==> config.mk <==
export PLATFORM = sky130hd
export DESIGN_NAME = alu_operand_sequencer
export DESIGN_NICKNAME = d
export VERILOG_FILES = /design/src/rtl/alu_operand_sequencer.sv
export SDC_FILE = /design/constraint.sdc
export NUM_CORES = 1
export LEC_CHECK = 0
export ABC_AREA = 1
export BUFFER_PORTS_ARGS = -buffer_cell sky130_fd_sc_hd__buf_4
export CAP_MARGIN = 20
export CELL_PAD_IN_SITES_DETAIL_PLACEMENT = 1
export CELL_PAD_IN_SITES_GLOBAL_PLACEMENT = 2
export CORE_MARGIN = 8
export CORE_UTILIZATION = 27
export DETAILED_ROUTE_END_ITERATION = 12
export PLACE_DENSITY = 0.71
export SYNTH_ARGS = -nofsm -noshare
export SYNTH_HDL_FRONTEND = slang
export SYNTH_SLANG_ARGS = --single-unit
export TNS_END_PERCENT = 5
==> constraint.sdc <==
create_clock -name clk -period 1.4 [get_ports clk]
set_clock_uncertainty 0.2 [all_clocks]
set_input_delay 0.21 -clock clk [delete_from_list [all_inputs] [get_ports clk]]
set_output_delay 0.21 -clock clk [all_outputs]
set_load 0.01 [all_outputs]
==> src/rtl/alu_operand_sequencer.sv <==
// rtl/alu_operand_sequencer.sv - operand-fetch / write-back controller for the 4-bit ALU op units
//
// Purpose:
//   Holds a small register file. For each accepted operation it:
//     - fetches two registered operands onto Rd1/Rd2,
//     - raises exactly one unit enable for one cycle,
//     - captures the OR-combined unit result,
//     - writes that result back to the destination register.
//   This block is the initiator of the en/Rd1/Rd2/result interface; the op units respond.
//
// Optional feature (macro SEQ_PIPE_EN):
//   When defined, a start seen in WB chains directly into FETCH (3 cycles per op).
//   When undefined, WB always returns to IDLE (4 cycles per op).
//
// Ports:
//   clk       in   rising-edge clock
//   rst       in   asynchronous active-high reset
//   start     in   request one operation (ignored while busy)
//   op_sel    in   00 NOT, 01 AND, 10 OR, 11 ADD; selects the enable bit
//   rs1, rs2  in   source register addresses
//   rd        in   destination register address
//   ld_we     in   external register load strobe (honoured in IDLE only)
//   ld_addr   in   load address
//   ld_data   in   load data
//   Rd1, Rd2  out  registered operands to the ALU units
//   en_op     out  one-hot unit enable, valid in EXEC only
//   result    in   OR of all unit outputs
//   busy      out  high whenever the sequencer is not in IDLE
//   done      out  one-cycle pulse after write-back
//   dbg_addr  in   debug read address
//   dbg_data  out  combinational read of the register file

module alu_operand_sequencer #(
  parameter int DATA_W = 4,
  parameter int NREG   = 4,
  parameter int ADDR_W = 2,
  parameter int NOPS   = 4
) (
  input  logic              clk,
  input  logic              rst,
  input  logic              start,
  input  logic [1:0]        op_sel,
  input  logic [ADDR_W-1:0] rs1,
  input  logic [ADDR_W-1:0] rs2,
  input  logic [ADDR_W-1:0] rd,
  input  logic              ld_we,
  input  logic [ADDR_W-1:0] ld_addr,
  input  logic [DATA_W-1:0] ld_data,
  output logic [DATA_W-1:0] Rd1,
  output logic [DATA_W-1:0] Rd2,
  output logic [NOPS-1:0]   en_op,
  input  logic [DATA_W-1:0] result,
  output logic              busy,
  output logic              done,
  input  logic [ADDR_W-1:0] dbg_addr,
  output logic [DATA_W-1:0] dbg_data
);

`ifdef SEQ_PIPE_EN
  localparam bit PIPE_EN = 1'b1;
`else
  localparam bit PIPE_EN = 1'b0;
`endif

  typedef enum logic [1:0] {
    IDLE  = 2'd0,
    FETCH = 2'd1,
    EXEC  = 2'd2,
    WB    = 2'd3
  } state_t;

  state_t state;
  state_t state_nx;

  logic [DATA_W-1:0] regs [NREG];

  // Operation fields captured at acceptance; the live inputs are never used
  // after that, so they may change freely during the operation.
  logic [1:0]        op_q;
  logic [ADDR_W-1:0] rs1_q;
  logic [ADDR_W-1:0] rs2_q;
  logic [ADDR_W-1:0] rd_q;
  logic [DATA_W-1:0] res_q;

  logic accept;
  logic load_ok;

  // A new operation is taken in IDLE, or in WB when chaining is built in.
  assign accept  = start && ((state == IDLE) || (PIPE_EN && (state == WB)));
  assign load_ok = ld_we && (state == IDLE);

  assign busy     = (state != IDLE);
  assign dbg_data = regs[dbg_addr];

  // ---------------------------------------------------------------- FSM
  always_ff @(posedge clk or posedge rst) begin
    if (rst) begin
      state <= IDLE;
    end else begin
      state <= state_nx;
    end
  end

  always_comb begin
    state_nx = state;
    case (state)
      IDLE:    if (accept) state_nx = FETCH;
      FETCH:   state_nx = EXEC;
      EXEC:    state_nx = WB;
      WB:      state_nx = accept ? FETCH : IDLE;
      default: state_nx = IDLE;
    endcase
  end

  // ---------------------------------------------------------------- latched fields
  always_ff @(posedge clk or posedge rst) begin
    if (rst) begin
      op_q  <= '0;
      rs1_q <= '0;
      rs2_q <= '0;
      rd_q  <= '0;
    end else if (accept) begin
      op_q  <= op_sel;
      rs1_q <= rs1;
      rs2_q <= rs2;
      rd_q  <= rd;
    end
  end

  // ---------------------------------------------------------------- operand fetch / enable
  // Rd1/Rd2 only move in FETCH. en_op is loaded on the FETCH->EXEC edge and
  // cleared on the next edge, so it is high for exactly the EXEC cycle.
  always_ff @(posedge clk or posedge rst) begin
    if (rst) begin
      Rd1   <= '0;
      Rd2   <= '0;
      en_op <= '0;
    end else begin
      if (state == FETCH) begin
        Rd1   <= regs[rs1_q];
        Rd2   <= regs[rs2_q];
        en_op <= NOPS'(1) << op_q;
      end else begin
        en_op <= '0;
      end
    end
  end

  // ---------------------------------------------------------------- result capture
  // With no enable raised the result bus carries nothing meaningful.
  always_ff @(posedge clk or posedge rst) begin
    if (rst) begin
      res_q <= '0;
    end else if ((state == EXEC) && (en_op != '0)) begin
      res_q <= result;
    end
  end

  // ---------------------------------------------------------------- done pulse
  always_ff @(posedge clk or posedge rst) begin
    if (rst) begin
      done <= 1'b0;
    end else begin
      done <= (state == WB);
    end
  end

  // ---------------------------------------------------------------- register file
  // External loads only happen in IDLE and write-back only in WB, so the two
  // write ports never collide. A load on the accepting edge lands before the
  // following FETCH reads it; likewise a chained FETCH sees the WB write.
  always_ff @(posedge clk or posedge rst) begin
    if (rst) begin
      for (int i = 0; i < NREG; i++) begin
        regs[i] <= '0;
      end
    end else begin
      if (load_ok) begin
        regs[ld_addr] <= ld_data;
      end
      if (state == WB) begin
        regs[rd_q] <= res_q;
      end
    end
  end

endmodule

==> results.cfg, run 1 <==
[hold_path]
hold_class = in -> reg

[layout]
final.fill_count = 1074
syn2layout_area_growth_pct = 47.45
stdcell_area_um2 = 3468
antenna_cells = 0
multi_input_comb_area_um2 = 1251
regArea_um2 = 1079
nets = 452
final_layout_size_suffix_gt1_share_pct = 29.01

[worst_setup_path]
worstPathBufferInverterCount = 3
critical_path_arrival_ps = 1550
path_cells = buf_4, buf_6, ha_4, nand3_2, buf_6, nand2_1, nor2_1, nor2_1
setup.worst_path.end_class = flip-flop
cpLargestDelayFamily = flip-flops
cp_slowest_stage_delay_ps = 410
worstPathMaxFanout = 6
critPathKind = reg -> reg
critPathSlowestCell = sky130_fd_sc_hd__dfrtp_1
crit_path_start_kind = flip-flop
required_ps = 1400

[run]
cap_violations = 0

[timing]
worst_pin_slew_ps = 306.2
clock_period_minus_worst_slack_ps = 1550
timing_hold_violations_final = 0
whs_ps = 3.883
rsz0062_at_grt = yes
timing.max_slew.rel_slack_pct = 79.58
setup_slack_ps = -149.9
max_freq_ghz = 0.6452
final-max-slew-violation-count = 0
post-route-period-util_pct = 110.7
finalSetupViolCount = 37

[detailed_routing]
drt_pass1_iterations = 4
drt_wl_total_um = 8014
num_vias = 2437
avgRoutedWirePerCell_um = 15.06
drt_iter0_drc = 60
drtAntennaViolNets = 0
post_drt_via_cell_ratio = 4.581
remaining_drc_errors = 0

[yosys]
ys_seq_area_share_pct = 45.74
synth_top_area_share_pct = 45.74
synth_cell_type_count = 19
synth.ff_latch_count = 43
post-synth-top-area-cell = sky130_fd_sc_hd__dfrtp_1
syn_area_um2 = 2352
post_synth_inst_count = 340
postSynthNetCount = 369
yosys-top-cells-area = sky130_fd_sc_hd__dfrtp_1, sky130_fd_sc_hd__nand2_1, sky130_fd_sc_hd__nand3_1, sky130_fd_sc_hd__inv_1, sky130_fd_sc_hd__nor2_1
syn_area_per_cell_um2 = 6.918
ys_warn_count = 0

[clock_tree]
cts_tree = yes
max-clock-path-buffers = 2
h_tree_depth = 2
cts_clk_pin_slew_worst_paths_ps = 90
tritoncts_num_sinks = 43
clk-insertion-delay-late_ps = 300
cts_root_buffer = sky130_fd_sc_hd__clkbuf_8
cts_made_buffers = 5

[die]
num_rows = 34
coreArea_um2 = 8593
floorplan.initialDensity_pct = 27.37
floorplan_die_area_um2 = 11960
die_h_um = 109.3
die_x_um = 109.3
top_level_ports = 42

[outcome]
violations = negative setup slack
status = complete, but fails checks

[placement]
placed_cell_area_um2 = 2963
finalWeightedCongestion = 0.7831
portBuffers = 41
hpwl_um = 5991

[pwr]
cell_internal_pwr_mw = 4.219
irDropWorstVdd_uv = 788.1
finalPower_mw = 7.463
power.sequential.fraction_pct = 31.5
combinational_cell_fraction_of_total_power_pct = 54.7
powerDensity_nw_per_um2 = 2152
power.static_leakage_nw = 1.839
p_clk_share_pct = 13.8
power.switching_mw = 3.244
power_switching_share_pct = 43.47

[grt]
overflow = 0
track_usage_pct = 14.42
grt_pass1_vias = 2598
grt_start_max_net_pins = 44
antenna_found_initial = 0
wire_length_of_the_first_global_routing_pass_um = 13310
[worst paths after layout]
path	startpoint	to	slack (ps)	cells after the start
hold reg to reg	Rd1[0]	Rd1[0]	290	2
hold / removal	ld_data[3]	regs[15]	4	5
setup / recovery	state[1]	regs[14]	-150	8
min in group asynchronous	rst	done	340	4
setup reg to reg	state[1]	regs[14]	-150	8
max in group asynchronous	rst	regs[15]	450	4
[stage by stage]
stage	util, %	cells	setup slack [ps]	setup TNS, ps
floorplan	-	340	-12.71	-550.7
global placement	34.48	504	-105.9	-936.4
detailed placement	34.48	504	-129.4	-1634
CTS	39.88	531	-119.1	-1728
global route	40.36	532	-215.8	-5606
finish	40.36	532	-149.9	-2981
[synth_stat cells]
library cell / count
sky130_fd_sc_hd__inv_1: 43
sky130_fd_sc_hd__ha_1: 5
sky130_fd_sc_hd__or2_2: 1
sky130_fd_sc_hd__nand3_1: 38
sky130_fd_sc_hd__or2_1: 1
sky130_fd_sc_hd__clkinv_1: 2
sky130_fd_sc_hd__o21ai_0: 13
sky130_fd_sc_hd__a21oi_1: 9
sky130_fd_sc_hd__dfrtp_1: 43
sky130_fd_sc_hd__nor3_1: 4
sky130_fd_sc_hd__nor2_2: 1
sky130_fd_sc_hd__nand2_2: 2
sky130_fd_sc_hd__o22ai_1: 4
sky130_fd_sc_hd__inv_2: 1
sky130_fd_sc_hd__buf_4: 2
sky130_fd_sc_hd__nor2_1: 27
sky130_fd_sc_hd__nand2_1: 139
sky130_fd_sc_hd__buf_2: 4
sky130_fd_sc_hd__nand4_1: 1
[sequential cells by signal (all words and copies together) (netlist names)]
register / count
state: 2
rs2_q: 2
Rd1: 4
op_q: 2
rs1_q: 2
en_op: 4
done: 1
regs: 16
Rd2: 4
rd_q: 2
res_q: 4
[metal layers]
metal / wire (um) / share of wire [%] / GRT usage (%) / vias up
met1: 3568 / 45 / 17.73 / 1178
li1: - / - / - / 1216
met4: 89 / 1.1 / 3.472 / 0
met5: 0 / 0 / 0 / -
met2: 4077 / 51 / 25.75 / 37
met3: 278 / 3.5 / 2.227 / 6
[power by group through the flow]
stage	Combinational (mW)	Sequential (mW)	Clock, mW
2_1_floorplan	2.03	2.24	0
3_3_place_gp	3.41	2.36	0
3_5_place_dp	3.47	2.38	0
4_1_cts	4.01	2.34	1.05
5_1_grt	4.63	2.42	1.10
6_report	4.08	2.35	1.03
[timing repair]
action	in CTS	in global routing
gates resized for setup	54	12
gates cloned	0	0
setup endpoints to repair	37	47
hold buffers	13	0
setup buffers	7	2
pin swaps	14	5
endpoints found under the hold margin	55	0
[area by class of cell]
cell class,count,share of cell area (%)
Clock buffer,6,2.381
Clock inverter,2,1.010
Inverter,46,5.267
Multi-Input combinational cell,245,36.07
Sequential cell,43,31.10
Tap cell,108,3.896
Timing Repair Buffer,82,20.27
[cells by family after synthesis]
kind of cell	count (synthesis)	synth area share (%)
flip-flops	43	45.74
buffers and inverters	52	8.829
adder cells (fa/ha/maj)	5	2.660
AND/OR/NAND/NOR	214	37.02
AO/OA/AOI/OAI	26	5.744
[worst reg2reg max path, delay by kind of cell, from the launching register on]
family                     cells  cell delay (ps)
and+or+nand+nor                4              300
DFF                            1              410
buffers and inverters          3              370
adders and majority gates      1              170
[placed cells by master, fill, tap and decap left out]
cell type,n
sky130_fd_sc_hd__nand2_8,1
sky130_fd_sc_hd__nand4_1,1
sky130_fd_sc_hd__buf_4,59
sky130_fd_sc_hd__clkbuf_8,6
sky130_fd_sc_hd__buf_12,2
sky130_fd_sc_hd__nor2_1,17
sky130_fd_sc_hd__inv_1,36
sky130_fd_sc_hd__o22ai_1,4
sky130_fd_sc_hd__o21ai_2,1
sky130_fd_sc_hd__nand2_4,1
sky130_fd_sc_hd__buf_6,8
sky130_fd_sc_hd__a21oi_1,9
sky130_fd_sc_hd__dfrtp_1,41
sky130_fd_sc_hd__nand2_2,5
sky130_fd_sc_hd__dlygate4sd3_1,13
sky130_fd_sc_hd__or2_4,1
sky130_fd_sc_hd__nand3_2,7
sky130_fd_sc_hd__dfrtp_2,2
sky130_fd_sc_hd__nor3_2,4
sky130_fd_sc_hd__inv_2,6
sky130_fd_sc_hd__inv_4,1
sky130_fd_sc_hd__bufinv_16,1
sky130_fd_sc_hd__nor2_4,3
sky130_fd_sc_hd__o21ai_0,4
sky130_fd_sc_hd__ha_1,1
sky130_fd_sc_hd__o21ai_1,8
sky130_fd_sc_hd__clkinv_1,2
sky130_fd_sc_hd__inv_8,1
sky130_fd_sc_hd__nor2_2,8
sky130_fd_sc_hd__nand2_1,134
sky130_fd_sc_hd__clkinv_2,1
sky130_fd_sc_hd__or2_2,1
sky130_fd_sc_hd__nand3_1,31
sky130_fd_sc_hd__ha_4,4
Note: power is estimated with default switching activity, not from simulation.
==> run 2: changes to the inputs <==
--- a/config.mk
+++ b/config.mk
@@ -14,6 +14,7 @@
 export CORE_UTILIZATION = 27
 export DETAILED_ROUTE_END_ITERATION = 12
 export PLACE_DENSITY = 0.71
+export SETUP_SLACK_MARGIN = 0.4
 export SYNTH_ARGS = -nofsm -noshare
 export SYNTH_HDL_FRONTEND = slang
 export SYNTH_SLANG_ARGS = --single-unit
==> run 2 against run 1 <==
The run ends with negative hold slack, negative setup slack left. Via count is 2.0% lower. Sequential cell count stayed put. Setup slack worse by 62 ps. Core utilization is 1.4 points lower. Routed wire length is 1.1% higher. Die area stayed put. Register-to-register slack worse by 30 ps. Sequential power hardly changed. Count of clock-buffer cells in the layout stayed put. Critical path type is now reg -> out. Highest routed layer unchanged. Non-clock buffer count is 9 lower.
==> results.cfg, run 2 (synthesis gave the netlist of run 1 again) <==
[outcome]
status = complete, but fails checks
violations = negative hold slack, negative setup slack

[worst_setup_path]
cpLargestDelayFamily = flip-flops
crit-reg2reg-capture = regs[11]
startpoint = state[1]
path_cells = inv_2, ha_4, inv_2, buf_6, buf_6
critical_path_arrival_ps = 1200
setup.worst_path.end_class = output port
cp_slowest_stage_delay_ps = 400
reg2reg_setup_slack_ps = -180
critPathSlowestCell = sky130_fd_sc_hd__dfrtp_1
worst-r2r-cell-count = 8
worst_setup_endpoint = busy
required_ps = 990
crit-reg2reg-launch = state[1]
crit_path_start_kind = flip-flop
worstPathBufferInverterCount = 4
critPathKind = reg -> out
critical_path_cell_count = 5
worstPathMaxFanout = 3

[layout]
final_layout_size_suffix_gt1_share_pct = 28.19
antenna_cells = 0
final_common_cell = sky130_fd_sc_hd__nand2_1
syn2layout_area_growth_pct = 42.50
most-common-layout-cells = sky130_fd_sc_hd__nand2_1, sky130_fd_sc_hd__buf_4, sky130_fd_sc_hd__dfrtp_1
largest_reg_flops = 16
final_cell_count_no_fill = 523
largest-register = regs
final.fill_count = 1099
nets = 443

[pwr]
powerDensity_nw_per_um2 = 2171
finalPower_mw = 7.276
power.static_leakage_nw = 1.796
irDropWorstVdd_uv = 924.2

[die]
top_level_ports = 42
floorplan.initialDensity_pct = 27.37
floorplan_die_area_um2 = 11960
die_h_um = 109.3
num_rows = 34
die_x_um = 109.3
coreArea_um2 = 8593

[grt]
grt_start_max_net_pins = 19
wire_length_of_the_first_global_routing_pass_um = 13390
track_usage_pct = 14.54
antenna_found_initial = 0
grt_pass1_vias = 2597
overflow = 0

[timing]
clock_period_minus_worst_slack_ps = 1612
setup_slack_ps = -212.0
final-max-slew-violation-count = 0
timing.max_slew.rel_slack_pct = 74.96
post-route-period-util_pct = 115.1
timing_hold_violations_final = 53
worst_pin_slew_ps = 374.7
max_freq_ghz = 0.6204
finalSetupViolCount = 36
rsz0062_at_grt = yes
whs_ps = -309.8

[clock_tree]
cts_root_buffer = sky130_fd_sc_hd__clkbuf_8
tritoncts_num_sinks = 43
max-clock-path-buffers = 2
cts_tree = yes
clk-insertion-delay-late_ps = 300
cts_made_buffers = 5
cts_clk_pin_slew_worst_paths_ps = 90
h_tree_depth = 2

[detailed_routing]
remaining_drc_errors = 0
num_vias = 2389
drt_iter0_drc = 118
drtAntennaViolNets = 0
drt_pass1_iterations = 4
avgRoutedWirePerCell_um = 15.50
drt_wl_total_um = 8105
post_drt_via_cell_ratio = 4.568

[run]
cap_violations = 0

[hold_path]
hold_class = in -> async

[placement]
portBuffers = 41
finalWeightedCongestion = 0.8148
hpwl_um = 6313
dp_cells = 504
pre_cts_setup_slack_ps = -150.4
## run 2: changes by cell type in the layout (fill, tap and decap cells not counted), moves of 2 or more
cell	delta
sky130_fd_sc_hd__clkinvlp_4	+2
sky130_fd_sc_hd__inv_2	-2
sky130_fd_sc_hd__nand3_1	+3
sky130_fd_sc_hd__buf_4	-9
sky130_fd_sc_hd__buf_6	+10
sky130_fd_sc_hd__nand2_2	-2
sky130_fd_sc_hd__nand3_2	-3
sky130_fd_sc_hd__dlygate4sd3_1	-11
sky130_fd_sc_hd__nand2_1	+2
sky130_fd_sc_hd__nor2_4	-2
## run 2: area by class of cell
type	instances	area, um2	share of cell area (%)
clock buffer	6	72.57	2.165
clock inverter	2	12.51	0.3733
inverter	46	183.9	5.487
multi-input combinational	245	1211	36.13
sequential	43	1079	32.18
tap	108	135.1	4.031
timing repair buffer	73	658.1	19.63
## run 2: where the power goes
group | internal (mW) | switching, mW
logic | 1.83 | 2.28
clock network | 0.350 | 0.453
registers | 1.85 | 0.516
total | 4.03 | 3.25
## run 2: worst min path at each step
| stage | slack, ps | to | cells past startpoint |
|---|---|---|---|
| 3_3_place_gp | 20 | rd_q[0] | 2 |
| 3_5_place_dp | 20 | rd_q[0] | 2 |
| 6_report | -310 | rd_q[0] | 2 |
| 2_1_floorplan | 8 | Rd1[0] | 1 |
| 5_1_grt | -310 | rd_q[0] | 2 |
| 4_1_cts | -310 | rd_q[0] | 2 |
## run 2: worst register-to-register path: stages (launching register included)
cell and delay [ps]:
sky130_fd_sc_hd__dfrtp_1 400, sky130_fd_sc_hd__inv_2 90, sky130_fd_sc_hd__ha_4 150, sky130_fd_sc_hd__buf_4 120, sky130_fd_sc_hd__nand2_4 80, sky130_fd_sc_hd__nor2_2 190
sky130_fd_sc_hd__nand2_1 90, sky130_fd_sc_hd__nand3_1 90, sky130_fd_sc_hd__nand2_1 60
## run 2: timing repair
item	4_1_cts	5_1_grt
resized for setup	41	22
pin swaps	11	6
endpoints found under the hold margin	55	40
setup buffers	8	1
hold buffers	1	1
endpoints found under the setup margin	61	61
## run 2: per-stage QoR
stage	hold slack [ps]	cell area (um2)	TNS (ps)	utilization, %
after global routing	-305.8	3352	-5708	39.01
after floorplan	7.882	2379	-1.462	-
after CTS	-311.2	3257	-3053	37.90
final	-309.8	3352	-3094	39.01
after detailed placement	21.24	2979	-1990	34.67
after global placement	19.56	2979	-1116	34.67
## run 2: routing by layer
metal  wire length (um)  share of wire [%]  track usage (%)
met2               4042                 50            25.28
met3                217                2.7            2.462
met5                  0                  0                0
met4                114                1.4            3.954
met1               3730                 46            18.12
